### src/rtl/cmd_seq_pkg.sv
// Shared types and default constants for the command-sequence processor.
package cmd_seq_pkg;

  typedef enum logic [1:0] {
    STOP = 2'b00,
    VR   = 2'b01,
    VL   = 2'b10,
    TA   = 2'b11
  } cmd_t;

  typedef enum logic [2:0] {
    S_IDLE,
    S_ARM,
    S_FOLLOW,
    S_DECODE,
    S_VEER,
    S_TURN1,
    S_TURN2,
    S_BUMP
  } state_t;

  localparam logic [15:0] DEF_VEER_OFF  = 16'h0340;
  localparam logic [15:0] DEF_TURN1_OFF = 16'h01E0;
  localparam logic [15:0] DEF_TURN2_OFF = 16'h0380;
  localparam logic [21:0] DEF_TURN_CYC  = 22'd1_350_000;

  function automatic logic signed [15:0] neg16(input logic [15:0] mag);
    return -$signed(mag);
  endfunction

endpackage

### src/rtl/pkt_fifo.sv
// Packet FIFO with full/empty flags; a pop on a full FIFO makes room for a
// push in the same cycle.
module pkt_fifo #(
  parameter int WIDTH = 16,
  parameter int DEPTH = 4
) (
  input  logic             clk,
  input  logic             rst,
  input  logic             i_push,
  input  logic [WIDTH-1:0] i_data,
  input  logic             i_pop,
  output logic [WIDTH-1:0] o_data,
  output logic             o_full,
  output logic             o_empty
);
  localparam int AW = $clog2(DEPTH);

  logic [AW:0]      r_wptr, r_rptr;
  logic [WIDTH-1:0] r_mem [DEPTH];
  logic             w_wr, w_rd;

  assign o_empty = (r_wptr == r_rptr);
  assign o_full  = (r_wptr[AW] != r_rptr[AW]) && (r_wptr[AW-1:0] == r_rptr[AW-1:0]);
  assign w_rd    = i_pop & ~o_empty;
  assign w_wr    = i_push & (~o_full | w_rd);
  assign o_data  = r_mem[r_rptr[AW-1:0]];

  always_ff @(posedge clk or posedge rst) begin
    if (rst) begin
      r_wptr <= '0;
      r_rptr <= '0;
    end else begin
      if (w_wr) r_wptr <= r_wptr + 1'b1;
      if (w_rd) r_rptr <= r_rptr + 1'b1;
    end
  end

  always_ff @(posedge clk) begin
    if (w_wr) r_mem[r_wptr[AW-1:0]] <= i_data;
  end

endmodule

### src/rtl/cmd_seq_proc.sv
// Command-sequence processor: assembles UART bytes into command packets,
// queues them, and consumes one 2-bit command per line-loss event.
module cmd_seq_proc
  import cmd_seq_pkg::*;
#(
  parameter int          FAST_SIM   = 0,
  parameter int          CMD_BYTES  = 2,
  parameter int          FIFO_DEPTH = 4,
  parameter logic [15:0] VEER_OFF   = DEF_VEER_OFF,
  parameter logic [15:0] TURN1_OFF  = DEF_TURN1_OFF,
  parameter logic [15:0] TURN2_OFF  = DEF_TURN2_OFF,
  parameter logic [21:0] TURN1_CYC  = DEF_TURN_CYC,
  parameter logic [21:0] TURN2_CYC  = DEF_TURN_CYC
) (
  input  logic               clk,
  input  logic               rst,
  input  logic [7:0]         rx_data,
  input  logic               rx_rdy,
  output logic               clr_rx_rdy,
  input  logic               line_present,
  input  logic               BMPL_n,
  input  logic               BMPR_n,
  output logic               go,
  output logic signed [15:0] err_opn_lp,
  output logic               buzz,
  output logic               fifo_full,
  output logic               ovf
);
  localparam int          PKT_W     = 8 * CMD_BYTES;
  localparam int          NCMD      = 4 * CMD_BYTES;
  localparam int          IDX_W     = $clog2(NCMD + 1);
  localparam logic [1:0]  BCNT_LAST = 2'(CMD_BYTES - 1);
  localparam logic [21:0] T1_LEN    = (FAST_SIM != 0) ? (TURN1_CYC >> 10) : TURN1_CYC;
  localparam logic [21:0] T2_LEN    = (FAST_SIM != 0) ? (TURN2_CYC >> 10) : TURN2_CYC;
  localparam logic [21:0] T1_LD     = (T1_LEN == 22'd0) ? 22'd0 : T1_LEN - 22'd1;
  localparam logic [21:0] T2_LD     = (T2_LEN == 22'd0) ? 22'd0 : T2_LEN - 22'd1;

  state_t             r_state, w_nxt_state;
  logic               r_go, w_nxt_go;
  logic signed [15:0] r_err, w_nxt_err;
  logic               r_buzz, w_nxt_buzz;
  logic [21:0]        r_tmr, w_nxt_tmr;
  logic [IDX_W-1:0]   r_idx, w_nxt_idx;
  logic               r_lvr, w_nxt_lvr;
  logic               r_line_d, r_clr, r_ovf;
  logic [1:0]         r_bcnt;
  logic [PKT_W-1:0]   r_shift, r_pkt;
  logic [PKT_W-1:0]   w_pkt_in, w_fifo_q;
  logic               w_accept, w_push, w_pop, w_full, w_empty, w_bump;
  cmd_t               w_cmd;

  // rx_rdy stays high through the acknowledge cycle, so that cycle is skipped.
  assign w_accept = rx_rdy & ~r_clr;
  assign w_push   = w_accept && (r_bcnt == BCNT_LAST);
  assign w_pkt_in = (r_shift << 8) | PKT_W'(rx_data);
  assign w_bump   = ~BMPL_n | ~BMPR_n;
  assign w_cmd    = cmd_t'(2'(r_pkt >> {r_idx, 1'b0}));

  pkt_fifo #(
    .WIDTH(PKT_W),
    .DEPTH(FIFO_DEPTH)
  ) u_fifo (
    .clk    (clk),
    .rst    (rst),
    .i_push (w_push),
    .i_data (w_pkt_in),
    .i_pop  (w_pop),
    .o_data (w_fifo_q),
    .o_full (w_full),
    .o_empty(w_empty)
  );

  always_comb begin
    w_nxt_state = r_state;
    w_nxt_go    = r_go;
    w_nxt_err   = r_err;
    w_nxt_buzz  = r_buzz;
    w_nxt_tmr   = r_tmr;
    w_nxt_idx   = r_idx;
    w_nxt_lvr   = r_lvr;
    w_pop       = 1'b0;
    unique case (r_state)
      S_IDLE: begin
        w_nxt_go   = 1'b0;
        w_nxt_err  = '0;
        w_nxt_buzz = 1'b0;
        if (!w_empty) begin
          w_pop       = 1'b1;
          w_nxt_idx   = '0;
          w_nxt_state = S_ARM;
        end
      end
      S_ARM: begin
        w_nxt_go   = 1'b0;
        w_nxt_err  = '0;
        w_nxt_buzz = 1'b0;
        if (line_present) begin
          w_nxt_go    = 1'b1;
          w_nxt_state = S_FOLLOW;
        end
      end
      S_FOLLOW: begin
        if (w_bump) w_nxt_state = S_BUMP;
        else if (!line_present && r_line_d) w_nxt_state = S_DECODE;
      end
      S_DECODE: begin
        if (r_idx == IDX_W'(NCMD)) begin
          w_nxt_go    = 1'b0;
          w_nxt_err   = '0;
          w_nxt_state = S_IDLE;
        end else begin
          w_nxt_idx = r_idx + IDX_W'(1);
          unique case (w_cmd)
            VR: begin
              w_nxt_err   = neg16(VEER_OFF);
              w_nxt_lvr   = 1'b1;
              w_nxt_state = S_VEER;
            end
            VL: begin
              w_nxt_err   = $signed(VEER_OFF);
              w_nxt_lvr   = 1'b0;
              w_nxt_state = S_VEER;
            end
            TA: begin
              w_nxt_err   = r_lvr ? $signed(TURN1_OFF) : neg16(TURN1_OFF);
              w_nxt_tmr   = T1_LD;
              w_nxt_state = S_TURN1;
            end
            default: begin
              w_nxt_go    = 1'b0;
              w_nxt_err   = '0;
              w_nxt_state = S_IDLE;
            end
          endcase
        end
      end
      S_VEER: begin
        if (w_bump) w_nxt_state = S_BUMP;
        else if (line_present) begin
          w_nxt_err   = '0;
          w_nxt_state = S_FOLLOW;
        end
      end
      S_TURN1: begin
        if (w_bump) w_nxt_state = S_BUMP;
        else if (r_tmr == 22'd0) begin
          w_nxt_err   = r_lvr ? neg16(TURN2_OFF) : $signed(TURN2_OFF);
          w_nxt_tmr   = T2_LD;
          w_nxt_state = S_TURN2;
        end else w_nxt_tmr = r_tmr - 22'd1;
      end
      S_TURN2: begin
        if (w_bump) w_nxt_state = S_BUMP;
        else if (r_tmr == 22'd0) begin
          w_nxt_go    = 1'b0;
          w_nxt_err   = '0;
          w_nxt_state = S_ARM;
        end else w_nxt_tmr = r_tmr - 22'd1;
      end
      S_BUMP: begin
        if (!w_bump) begin
          w_nxt_buzz  = 1'b0;
          w_nxt_state = S_ARM;
        end
      end
      default: w_nxt_state = S_IDLE;
    endcase
    // Bump entry overrides whatever the active state decided this cycle.
    if (w_nxt_state == S_BUMP) begin
      w_nxt_go   = 1'b0;
      w_nxt_err  = '0;
      w_nxt_buzz = 1'b1;
    end
  end

  always_ff @(posedge clk or posedge rst) begin
    if (rst) begin
      r_state  <= S_IDLE;
      r_go     <= 1'b0;
      r_err    <= '0;
      r_buzz   <= 1'b0;
      r_tmr    <= '0;
      r_idx    <= '0;
      r_lvr    <= 1'b0;
      r_line_d <= 1'b0;
      r_clr    <= 1'b0;
      r_ovf    <= 1'b0;
      r_bcnt   <= '0;
    end else begin
      r_state  <= w_nxt_state;
      r_go     <= w_nxt_go;
      r_err    <= w_nxt_err;
      r_buzz   <= w_nxt_buzz;
      r_tmr    <= w_nxt_tmr;
      r_idx    <= w_nxt_idx;
      r_lvr    <= w_nxt_lvr;
      r_line_d <= line_present;
      r_clr    <= w_accept;
      if (w_accept) r_bcnt <= w_push ? 2'd0 : r_bcnt + 2'd1;
      if (w_push && w_full && !w_pop) r_ovf <= 1'b1;
    end
  end

  always_ff @(posedge clk) begin
    if (w_accept) r_shift <= w_pkt_in;
    if (w_pop)    r_pkt   <= w_fifo_q;
  end

  assign clr_rx_rdy = r_clr;
  assign go         = r_go;
  assign err_opn_lp = r_err;
  assign buzz       = r_buzz;
  assign fifo_full  = w_full;
  assign ovf        = r_ovf;

endmodule

### config.mk
export PLATFORM = sky130hd
export DESIGN_NAME = cmd_seq_proc
export DESIGN_NICKNAME = d
export VERILOG_FILES = /design/src/rtl/cmd_seq_pkg.sv /design/src/rtl/pkt_fifo.sv /design/src/rtl/cmd_seq_proc.sv
export SDC_FILE = /design/constraint.sdc
export NUM_CORES = 1
export LEC_CHECK = 0
export ABC_AREA = 1
export BUFFER_PORTS_ARGS = -buffer_cell sky130_fd_sc_hd__buf_2
export CORE_MARGIN = 2
export CORE_UTILIZATION = 39
export DETAILED_ROUTE_END_ITERATION = 8
export SLEW_MARGIN = 10
export SYNTH_ARGS = -nofsm -noshare
export SYNTH_HDL_FRONTEND = slang
export SYNTH_SLANG_ARGS = --single-unit
### constraint.sdc
create_clock -name clk -period 3.1 [get_ports clk]
set_clock_uncertainty 0.05 [all_clocks]
set_input_delay 0.31 -clock clk [delete_from_list [all_inputs] [get_ports clk]]
set_output_delay 0.31 -clock clk [all_outputs]
set_load 0.03 [all_outputs]
==> results of run 1 <==
==> critical path, delay by kind of cell (launching register included) <==
kind,cells,cell delay [ns]
and+or+nand+nor,11,0.91
adders and majority gates,1,0.29
DFF,1,0.49
AOI/OAI and AO/OA,1,0.15
buffers and inverters,3,0.65
==> final timing paths <==
check | start | end | slack, ns | cells after the start
setup / recovery | r_idx[0] | r_tmr[12] | 0.42 | 16
hold / removal | line_present | r_line_d | 0.01 | 1
setup reg to reg | r_idx[0] | r_tmr[12] | 0.42 | 16
hold reg to reg | ovf | ovf | 0.41 | 1
max in group asynchronous | rst | r_tmr[7] | 2.25 | 2
min in group asynchronous | rst | u_fifo.r_wptr[0] | 0.10 | 2
==> where the power goes <==
group | total [mW] | internal (mW) | switching (mW)
clock network | 2.08 | 1.22 | 0.861
registers | 2.53 | 2.31 | 0.220
logic | 2.51 | 0.729 | 1.78
total | 7.12 | 4.26 | 2.86
==> cells by family after synthesis <==
family / after synthesis / share of synthesized area
AO/OA/AOI/OAI: 82 / 0.0691
adder cells (fa/ha/maj): 12 / 0.0228
AND/OR/NAND/NOR: 351 / 0.226
buffers and inverters: 109 / 0.0752
other: 1 / 0.000569
XOR/XNOR: 14 / 0.0186
flip-flops: 137 / 0.587
==> sequential cells by signal, summed over array words and instances, names as in the netlist, 2 cells and up <==
name,cells
err_opn_lp,6
r_bcnt,2
r_idx,4
r_pkt,16
r_shift,8
r_state,3
r_tmr,22
u_fifo.r_mem,64
u_fifo.r_rptr,3
u_fifo.r_wptr,3
==> through the flow <==
step / cell area [um2] / std cells / hold WS (ns)
6_report: 7500 / 970 / 0.0122
5_1_grt: 7500 / 970 / 0.000540
4_1_cts: 7500 / 970 / 0.000000527
3_5_place_dp: 6900 / 938 / 0.404
3_3_place_gp: 6900 / 938 / 0.395
2_1_floorplan: 6600 / 710 / 0.291
==> layout by cell type, fill, tap and decap left out, types with 6 or more instances in the layout <==
master	Yosys	routed
clkbuf_16	0	17
edfxtp_1	88	88
inv_2	5	6
o21ai_0	51	51
nand4_1	8	8
a21oi_1	7	7
o22ai_1	17	17
dfrtp_1	49	49
inv_1	73	72
nor2_1	114	114
buf_2	5	29
ha_1	12	12
buf_4	14	9
nand3_1	50	50
nand2_1	157	157
xor2_1	10	10
==> area by class of cell <==
| type | instances | area share |
|---|---|---|
| timing repair buffer | 38 | 0.0284 |
| clock inverter | 15 | 0.0242 |
| multi-input combinational | 464 | 0.298 |
| clock buffer | 17 | 0.0567 |
| tap | 220 | 0.0367 |
| sequential | 137 | 0.516 |
| inverter | 79 | 0.0402 |
==> metal layers <==
| layer | up-vias | GRT usage | wire, um |
|---|---|---|---|
| li1 | 2374 | - | - |
| met1 | 2258 | 0.197 | 6010 |
| met2 | 120 | 0.281 | 6890 |
| met3 | 24 | 0.0423 | 641 |
| met4 | 0 | 0.0597 | 237 |
| met5 | - | 0 | 0 |
==> flow_summary.ini, run 1 <==
[die]
floorplan.die.height_um = 134
floorplan.rows = 47
initial_core_util = 0.399
design.die.area_um2 = 17900
floorplan.io_pins = 35
fp.dieW_um = 134
core_area_um2 = 16500

[setup_path]
critical_path_peak_fanout = 19
worst-endpoint-required_ns = 3.34
worstSetupPathType = flop to flop
setup.worst_path.start_class = flop
timing.critical_path.arrival_ns = 2.91
path_cells = inv_1 > nand2_1 > nand2_1 > nand2_1 > nand3_1 > nand3_1 > inv_1 > ha_1 > nand2_4 > a21oi_4 > nand2_2 > buf_4 > nor2_4 > nand2_1 > nand2_1 > nand3_1
crit_path_top_delay_cell = dfrtp_1
crit_top_cell = nand2_1
critPathMaxStageDelay_ns = 0.49
critPathCaptureType = flop

[synth]
synth_area_um2 = 6590
instance_count_of_the_mapped_netlist = 706
synth_largest_area_cell = edfxtp_1
synth_cell_type_count = 37
synth-warning-count = 0
dominantRegCellSynth = edfxtp_1
synth_largest_type_area_fraction = 0.401
yosys-top-cells-area = edfxtp_1 40%, dfrtp_1 19%, nand2_1 8.9%
synth_async_sr_flop_share = 0.358
synth.ff_latch_count = 137
portion_of_the_post_synthesis_area_used_by_sequential_elements = 0.587
synth_edf_count = 88
synth.most_common_cell = nand2_1
avg_cell_area_syn_um2 = 9.33
synth_top_cells_by_count = 157 x nand2_1, 114 x nor2_1, 88 x edfxtp_1

[cts]
post_cts.repair.setup_buffers = 0
cts-resized-gates = 0
cts-buffers-inserted = 17
cts.root.buffer_cell = clkbuf_16
clock_tree.buffer_depth = 2
htree_num_levels = 4
cts_tree = yes
clk_transition_reported_paths_ns = 0.06
insertion_delay_ns = 0.42
ctsHoldBuffers = 0
clock_sink_count = 137

[final_layout]
fillers = 1570
utilization = 0.454
area_growth_pct = 13.9
multi_input_area_um2 = 2240
sequential_cell_area_um2 = 3870
final_nets = 763
drive_above_1_share = 0.125
diodes_inserted = 0

[route]
remaining_drc_errors = 0
detail-route-antenna-nets = 0
dr.first_iter.drc_count = 328
route.detailed.wl_per_inst_um = 14.2
routed_via_density = 4.92
route.vias.total = 4776
finalWirelength_mm = 13.8
drt_pre_antenna_iters = 5

[sta]
max_freq_ghz = 0.374
setup_viol = 0
fin_crit_sh = 0.864
worstMarginPinSlew_ns = 1.05
grt_setup_unrepaired = false
max_slew_margin = 0.298
final_period_minus_worst_setup_slack_ns = 2.68
final_report_hold_violation_count = 0
total_negative_setup_slacks_ns = 0
final-max-slew-violation-count = 0
timing.final.ws_setup_ns = 0.423

[placement]
placement.setup.worst_slack_ns = 0.467
gp_congestion = 0.866
dp_hpwl_mm = 9.03
io_buffer_count = 29

[global_route]
grt_use_total = 0.163
antenna_found_initial = 0
first_pass_grt_wire_length_mm = 22.8
maximum_number_of_pins_on_one_net_before_global_route_repair = 50
first_global_vias = 4749
grt_remaining_overflow = 0

[pwr]
max-vdd-ir-drop_mv = 0.493
power.density_cell_area_nw_per_um2 = 949
pleak_nw = 3.21
power_mw = 7.12

[run]
cap_violations = 0

[status]
outcome = complete, no violations

[min_path]
hold_class = input pin to flop
(Power assumes the default switching activity.)
==> inputs of run 2 (changes only) <==
--- a/config.mk
+++ b/config.mk
@@ -13,4 +13,5 @@
 export SLEW_MARGIN = 10
 export SYNTH_ARGS = -nofsm -noshare
 export SYNTH_HDL_FRONTEND = slang
+export SYNTH_HIERARCHICAL = 1
 export SYNTH_SLANG_ARGS = --single-unit
==> run 2 against run 1 <==
Against the previous run: global-route usage grew 0.15 points; non-clock buffer count is 5 higher; critical path depth decreased by 3; hold slack gained 0.053 ns; critical endpoint is now r_tmr[5]; first-iteration DRC count rose by 6.7%; setup slack got worse by 0.082 ns; total power decreased by 0.41%.
==> flow_summary.ini, run 2 <==
[pwr]
clock_power_share = 0.274
max-vdd-ir-drop_mv = 0.484
sw_frac_of_total = 0.412
power_frac_seq = 0.357
netSwitchingPower_mw = 2.92
power_frac_comb = 0.369
pleak_nw = 3.28
internal_power_mw = 4.17
power.density_cell_area_nw_per_um2 = 933

[global_route]
first_global_vias = 4804
antenna_found_initial = 0
grt_remaining_overflow = 0
maximum_number_of_pins_on_one_net_before_global_route_repair = 36
grt_use_total = 0.164
first_pass_grt_wire_length_mm = 23.1

[route]
remaining_drc_errors = 0
route.detailed.wl_per_inst_um = 14.3
finalWirelength_mm = 14.1
route.vias.total = 4953
drt_pre_antenna_iters = 5
detail-route-antenna-nets = 0
dr.first_iter.drc_count = 350
routed_via_density = 5.02

[die]
core_area_um2 = 16600
floorplan.rows = 47
floorplan.die.height_um = 134
fp.dieW_um = 134
floorplan.io_pins = 35
initial_core_util = 0.399
design.die.area_um2 = 18100

[setup_path]
worst-r2r-setup-slack_ns = 0.34
critical_path_peak_fanout = 15
crit_path_top_delay_cell = dfrtp_1
critPathMaxStageDelay_ns = 0.35
timing.critical_path.arrival_ns = 3.05
worstSetupPathType = flop to flop
worst_r2r_startpoint = r_idx[0]
critPathCaptureType = flop
setup.worst_path.start_class = flop
crit_top_cell = nand3_1
crit-reg2reg-capture = r_tmr[5]
r2r.worst_path.cells = 13
path_cells = clkinv_1 > nand2_1 > nand3_1 > nand3_1 > nand3_1 > inv_1 > ha_1 > nand3_1 > a21oi_2 > nand2_4 > nor2_2 > inv_1 > nand3_1
critPathBufInv = 3
worst-endpoint-required_ns = 3.40
worst_path_dominant_cell_family = simple AND/OR/NAND/NOR gates

[final_layout]
largest_reg_flops = 64
utilization = 0.457
post-route-cell-area_um2 = 7600
drive_above_1_share = 0.121
post_layout_nonfiller_instances = 987
area_growth_pct = 14.5
final_nets = 780
layout_commonest_cell = nand2_1
diodes_inserted = 0
final_cell_mix = 165 x nand2_1, 106 x nor2_1, 88 x edfxtp_1

[cts]
htree_num_levels = 4
cts_tree = yes
cts.root.buffer_cell = clkbuf_16
clk_transition_reported_paths_ns = 0.07
cts-buffers-inserted = 17
clock_sink_count = 137
insertion_delay_ns = 0.42
clock_tree.buffer_depth = 2

[sta]
final_period_minus_worst_setup_slack_ns = 2.76
worstMarginPinSlew_ns = 0.971
timing.final.ws_setup_ns = 0.341
setup_viol = 0
max_slew_margin = 0.352
fin_crit_sh = 0.890
grt_setup_unrepaired = false
total_negative_setup_slacks_ns = 0
final_report_hold_violation_count = 0
max_freq_ghz = 0.362
final-max-slew-violation-count = 0

[placement]
post_dp_cell_area_um2 = 6990
gp_congestion = 0.925
placement.setup.worst_slack_ns = 0.184
dp_cells = 953
dp_hpwl_mm = 9.68
io_buffer_count = 29

[min_path]
hold_class = input pin to flop
timing.hold.worst_endpoint = u_fifo/r_mem[3][6]
min_delay_path_depth = 1
holdCritStartpoint = rx_data[6]

[synth]
simple_gate_share_of_the_synthesized_area = 0.230
instance_count_of_the_mapped_netlist = 715
portion_of_the_post_synthesis_area_used_by_sequential_elements = 0.583
synth_top_family_by_area = simple AND/OR/NAND/NOR gates
yosys-top-cells-area = edfxtp_1 40%, dfrtp_1 18%, nand2_1 9.3%
synth_top_cells_by_count = 165 x nand2_1, 106 x nor2_1, 88 x edfxtp_1
synth.most_common_cell = nand2_1
synth.ff_latch_count = 137
synth_largest_type_area_fraction = 0.398
dominantRegCellSynth = edfxtp_1
synth.mux.area_fraction = 0
synth_cell_type_count = 40
synth_adder_area_share = 0.0226
synth_area_um2 = 6640
synth_largest_area_cell = edfxtp_1
avg_cell_area_syn_um2 = 9.29
synth_edf_count = 88
synth_compound_gate_area_share = 0.0716
synth_xor_xnor_area_share = 0.0200
synth_async_sr_flop_share = 0.358
synth-warning-count = 6

[status]
outcome = complete, no violations

[run]
cap_violations = 0
[run 2: cell types whose count changed in the layout (fill, tap and decap cells not counted), sizes merged, moves of 4 or more]
cell	change
a21oi	+5
clkinvlp	+4
nand2	+7
nand3	+12
nor2	-7
[run 2: cells by family after synthesis]
group,after synthesis
AOI/OAI and AO/OA,86
xor gates and xnor gates,13
adders and majority gates,12
buffers and inverters,106
DFF,137
other,1
and+or+nand+nor,360
[run 2: worst max-delay path by stage]
stage,start,end,slack (ns),cells past startpoint
3_3_place_gp,r_idx[0],r_tmr[18],0.40,14
2_1_floorplan,u_fifo/r_rptr[0],u_fifo/r_mem[0][0],0.10,10
3_5_place_dp,r_idx[0],r_tmr[18],0.18,14
4_1_cts,r_idx[0],r_tmr[18],0.17,14
6_report,r_idx[0],r_tmr[5],0.34,13
5_1_grt,r_idx[0],r_tmr[20],0.09,13
[run 2: metal layers]
layer	wire, um	part of all wire	vias to the layer above	GRT usage
li1	-	-	2432	-
met1	5980	0.42	2346	0.195
met2	7240	0.51	155	0.292
met3	704	0.050	20	0.0405
met4	214	0.015	0	0.0561
met5	0	0	-	0
[run 2: power groups by stage]
| stage | Clock [mW] | Combinational (mW) | Sequential (mW) |
|---|---|---|---|
| finish | 1.94 | 2.62 | 2.53 |
| global placement | 0 | 2.51 | 2.56 |
| detailed placement | 0 | 2.59 | 2.57 |
| floorplan | 0 | 1.94 | 2.61 |
| global route | 2.07 | 2.93 | 2.57 |
| CTS | 1.99 | 2.60 | 2.53 |
[run 2: layout make-up]
type / instances / area [um2]
clock buffers: 17 / 425
fillers: 1561 / 9040
inverters: 79 / 309
well taps: 220 / 275
clock inverters: 15 / 154
multi-input cells: 476 / 2310
flip-flops and latches: 137 / 3870
repair buffers: 43 / 255
[run 2: timing repair]
| item | CTS | global route |
|---|---|---|
| buffers inserted | 0 | 0 |
| hold endpoints to repair | 29 | 0 |
| hold buffers | 2 | 0 |
| endpoints found under the setup margin | 0 | 8 |
| gates resized for setup | 0 | 5 |
[run 2: through the flow]
step	power, mW	hold slack, ns
floorplan	4.55	0.0510
global placement	5.07	0.197
detailed placement	5.16	0.202
CTS	7.12	0.0511
global route	7.57	0.0605
finish	7.09	0.0652
[run 2: worst register-to-register path: cells and delay by family, from the launching register on]
| family | cells | cell delay (ns) |
|---|---|---|
| adder cells (fa/ha/maj) | 1 | 0.26 |
| flip-flops | 1 | 0.35 |
| buffers and inverters | 3 | 0.51 |
| AO/OA/AOI/OAI | 1 | 0.24 |
| AND/OR/NAND/NOR | 8 | 1.28 |
==> inputs of run 3 (changes only) <==
==> constraint.sdc (replaced) <==
create_clock -name clk -period 3 [get_ports clk]
set_clock_uncertainty 0.05 [all_clocks]
set_input_delay 0 -clock clk [delete_from_list [all_inputs] [get_ports clk]]
set_output_delay 0 -clock clk [all_outputs]
set_load 0.03 [all_outputs]
==> run 3 against run 2 <==
Against the previous run: wire length shrank 0.50%; sequential cell count is the same; clock power is essentially flat; die area is the same; first-iteration DRC count grew 5.7%; core utilization grew 0.46 points; count of clock-buffer cells in the layout grew 1; critical path type unchanged; largest power group unchanged.
==> flow_summary.ini, run 3 (synthesized netlist as in run 2, its figures left out) <==
[sta]
total_negative_setup_slacks_ns = 0
fin_crit_sh = 0.900
worstMarginPinSlew_ns = 0.981
final_report_hold_violation_count = 0
timing.final.ws_setup_ns = 0.301
grt_setup_unrepaired = false
max_slew_margin = 0.346
setup_viol = 0
final-max-slew-violation-count = 0
final_period_minus_worst_setup_slack_ns = 2.70
timing.hold.ws_ns = 0.0370
max_freq_ghz = 0.371

[setup_path]
crit_top_cell = nand3_1
crit_path_top_delay_cell = dfrtp_1
path_cells = clkinv_1 > nand2_1 > nand3_1 > nand3_1 > nand3_1 > inv_1 > ha_1 > nand3_1 > a21oi_2 > nand2_4 > inv_6 > nand2_1 > or2_0 > nand3_1
worst_r2r_startpoint = r_idx[0]
setup.worst_path.start_class = flop
r2r.worst_path.cells = 14
critPathCaptureType = flop
critPathMaxStageDelay_ns = 0.35
critical_path_peak_fanout = 22
crit-reg2reg-capture = r_tmr[18]
timing.critical_path.arrival_ns = 3.00
worst-r2r-setup-slack_ns = 0.30
worst-endpoint-required_ns = 3.30
worstSetupPathType = flop to flop

[global_route]
first_global_vias = 4736
grt_use_total = 0.166
first_pass_grt_wire_length_mm = 23.3
maximum_number_of_pins_on_one_net_before_global_route_repair = 36
grt_remaining_overflow = 0
antenna_found_initial = 0

[route]
drt_pre_antenna_iters = 5
routed_via_density = 4.93
route.detailed.wl_per_inst_um = 14.1
dr.first_iter.drc_count = 370
route.vias.total = 4918
detail-route-antenna-nets = 0
finalWirelength_mm = 14.1
remaining_drc_errors = 0

[final_layout]
largest_reg_flops = 64
final_cell_mix = 165 x nand2_1, 106 x nor2_1, 88 x edfxtp_1
utilization = 0.461
post_layout_nonfiller_instances = 997
diodes_inserted = 0
layout_commonest_cell = nand2_1
area_growth_pct = 15.6
drive_above_1_share = 0.117
final_nets = 791
fillers = 1553
post-route-cell-area_um2 = 7680

[cts]
cts-buffers-inserted = 17
htree_num_levels = 4
clk_transition_reported_paths_ns = 0.06
cts_tree = yes
insertion_delay_ns = 0.42
cts.root.buffer_cell = clkbuf_16
clock_tree.buffer_depth = 2
clock_sink_count = 137

[die]
floorplan.io_pins = 35
design.die.area_um2 = 18100
initial_core_util = 0.399
floorplan.rows = 47
core_area_um2 = 16600
floorplan.die.height_um = 134
fp.dieW_um = 134

[status]
outcome = complete, no violations

[placement]
io_buffer_count = 29
placement.setup.worst_slack_ns = 0.137
dp_cells = 953
dp_hpwl_mm = 9.52
gp_congestion = 0.897
post_dp_cell_area_um2 = 6990

[pwr]
pleak_nw = 3.32
power_frac_seq = 0.362
power.density_cell_area_nw_per_um2 = 944
max-vdd-ir-drop_mv = 0.586
power_frac_comb = 0.373
power_mw = 7.24
sw_frac_of_total = 0.407
clock_power_share = 0.265
internal_power_mw = 4.30
netSwitchingPower_mw = 2.95

[min_path]
holdCritStartpoint = BMPR_n
timing.hold.worst_endpoint = r_state[2]
hold_class = input pin to flop
min_delay_path_depth = 6

[run]
cap_violations = 0
run 3: critical path, delay by kind of cell (launching register included):
kind | cells | cell delay [ns]
simple gates | 9 | 1.19
compound gates | 1 | 0.23
buf+inv | 3 | 0.52
flops | 1 | 0.35
fa+ha+maj | 1 | 0.27
run 3: cell type report:
cell class	instances	area, um2	area share
flip-flops and latches	137	3870	0.504
multi-input cells	476	2320	0.302
clock buffers	18	429	0.0559
repair buffers	54	365	0.0476
inverters	79	307	0.0399
well taps	220	275	0.0359
clock inverters	13	114	0.0148
run 3: what timing repair did:
action	CTS	global route
hold buffers	13	0
resized for setup	0	5
setup endpoints to repair	0	10
endpoints found under the hold margin	71	0
setup buffers	0	0
run 3: how the worst max path moves through the flow:
| stage | from | depth (start not counted) | endpoint |
|---|---|---|---|
| after floorplan | u_fifo/r_rptr[0] | 10 | u_fifo/r_mem[0][0] |
| after global placement | r_idx[0] | 14 | r_tmr[18] |
| after detailed placement | r_idx[0] | 14 | r_tmr[18] |
| after CTS | r_idx[0] | 14 | r_tmr[18] |
| after global routing | r_idx[0] | 14 | r_tmr[12] |
| final | r_idx[0] | 14 | r_tmr[18] |
run 3: power by group through the flow:
| stage | clock network (mW) | registers [mW] | logic (mW) |
|---|---|---|---|
| after global routing | 2.06 | 2.67 | 3.03 |
| after global placement | 0 | 2.65 | 2.61 |
| after detailed placement | 0 | 2.66 | 2.65 |
| after floorplan | 0 | 2.69 | 2.01 |
| final | 1.92 | 2.62 | 2.70 |
| after CTS | 1.98 | 2.62 | 2.68 |
run 3: per-layer routing:
metal | vias to the layer above | GRT usage | wire, um
met5 | - | 0 | 0
met4 | 0 | 0.0526 | 166
met3 | 15 | 0.0383 | 620
met2 | 132 | 0.286 | 7080
met1 | 2328 | 0.208 | 6210
li1 | 2443 | - | -
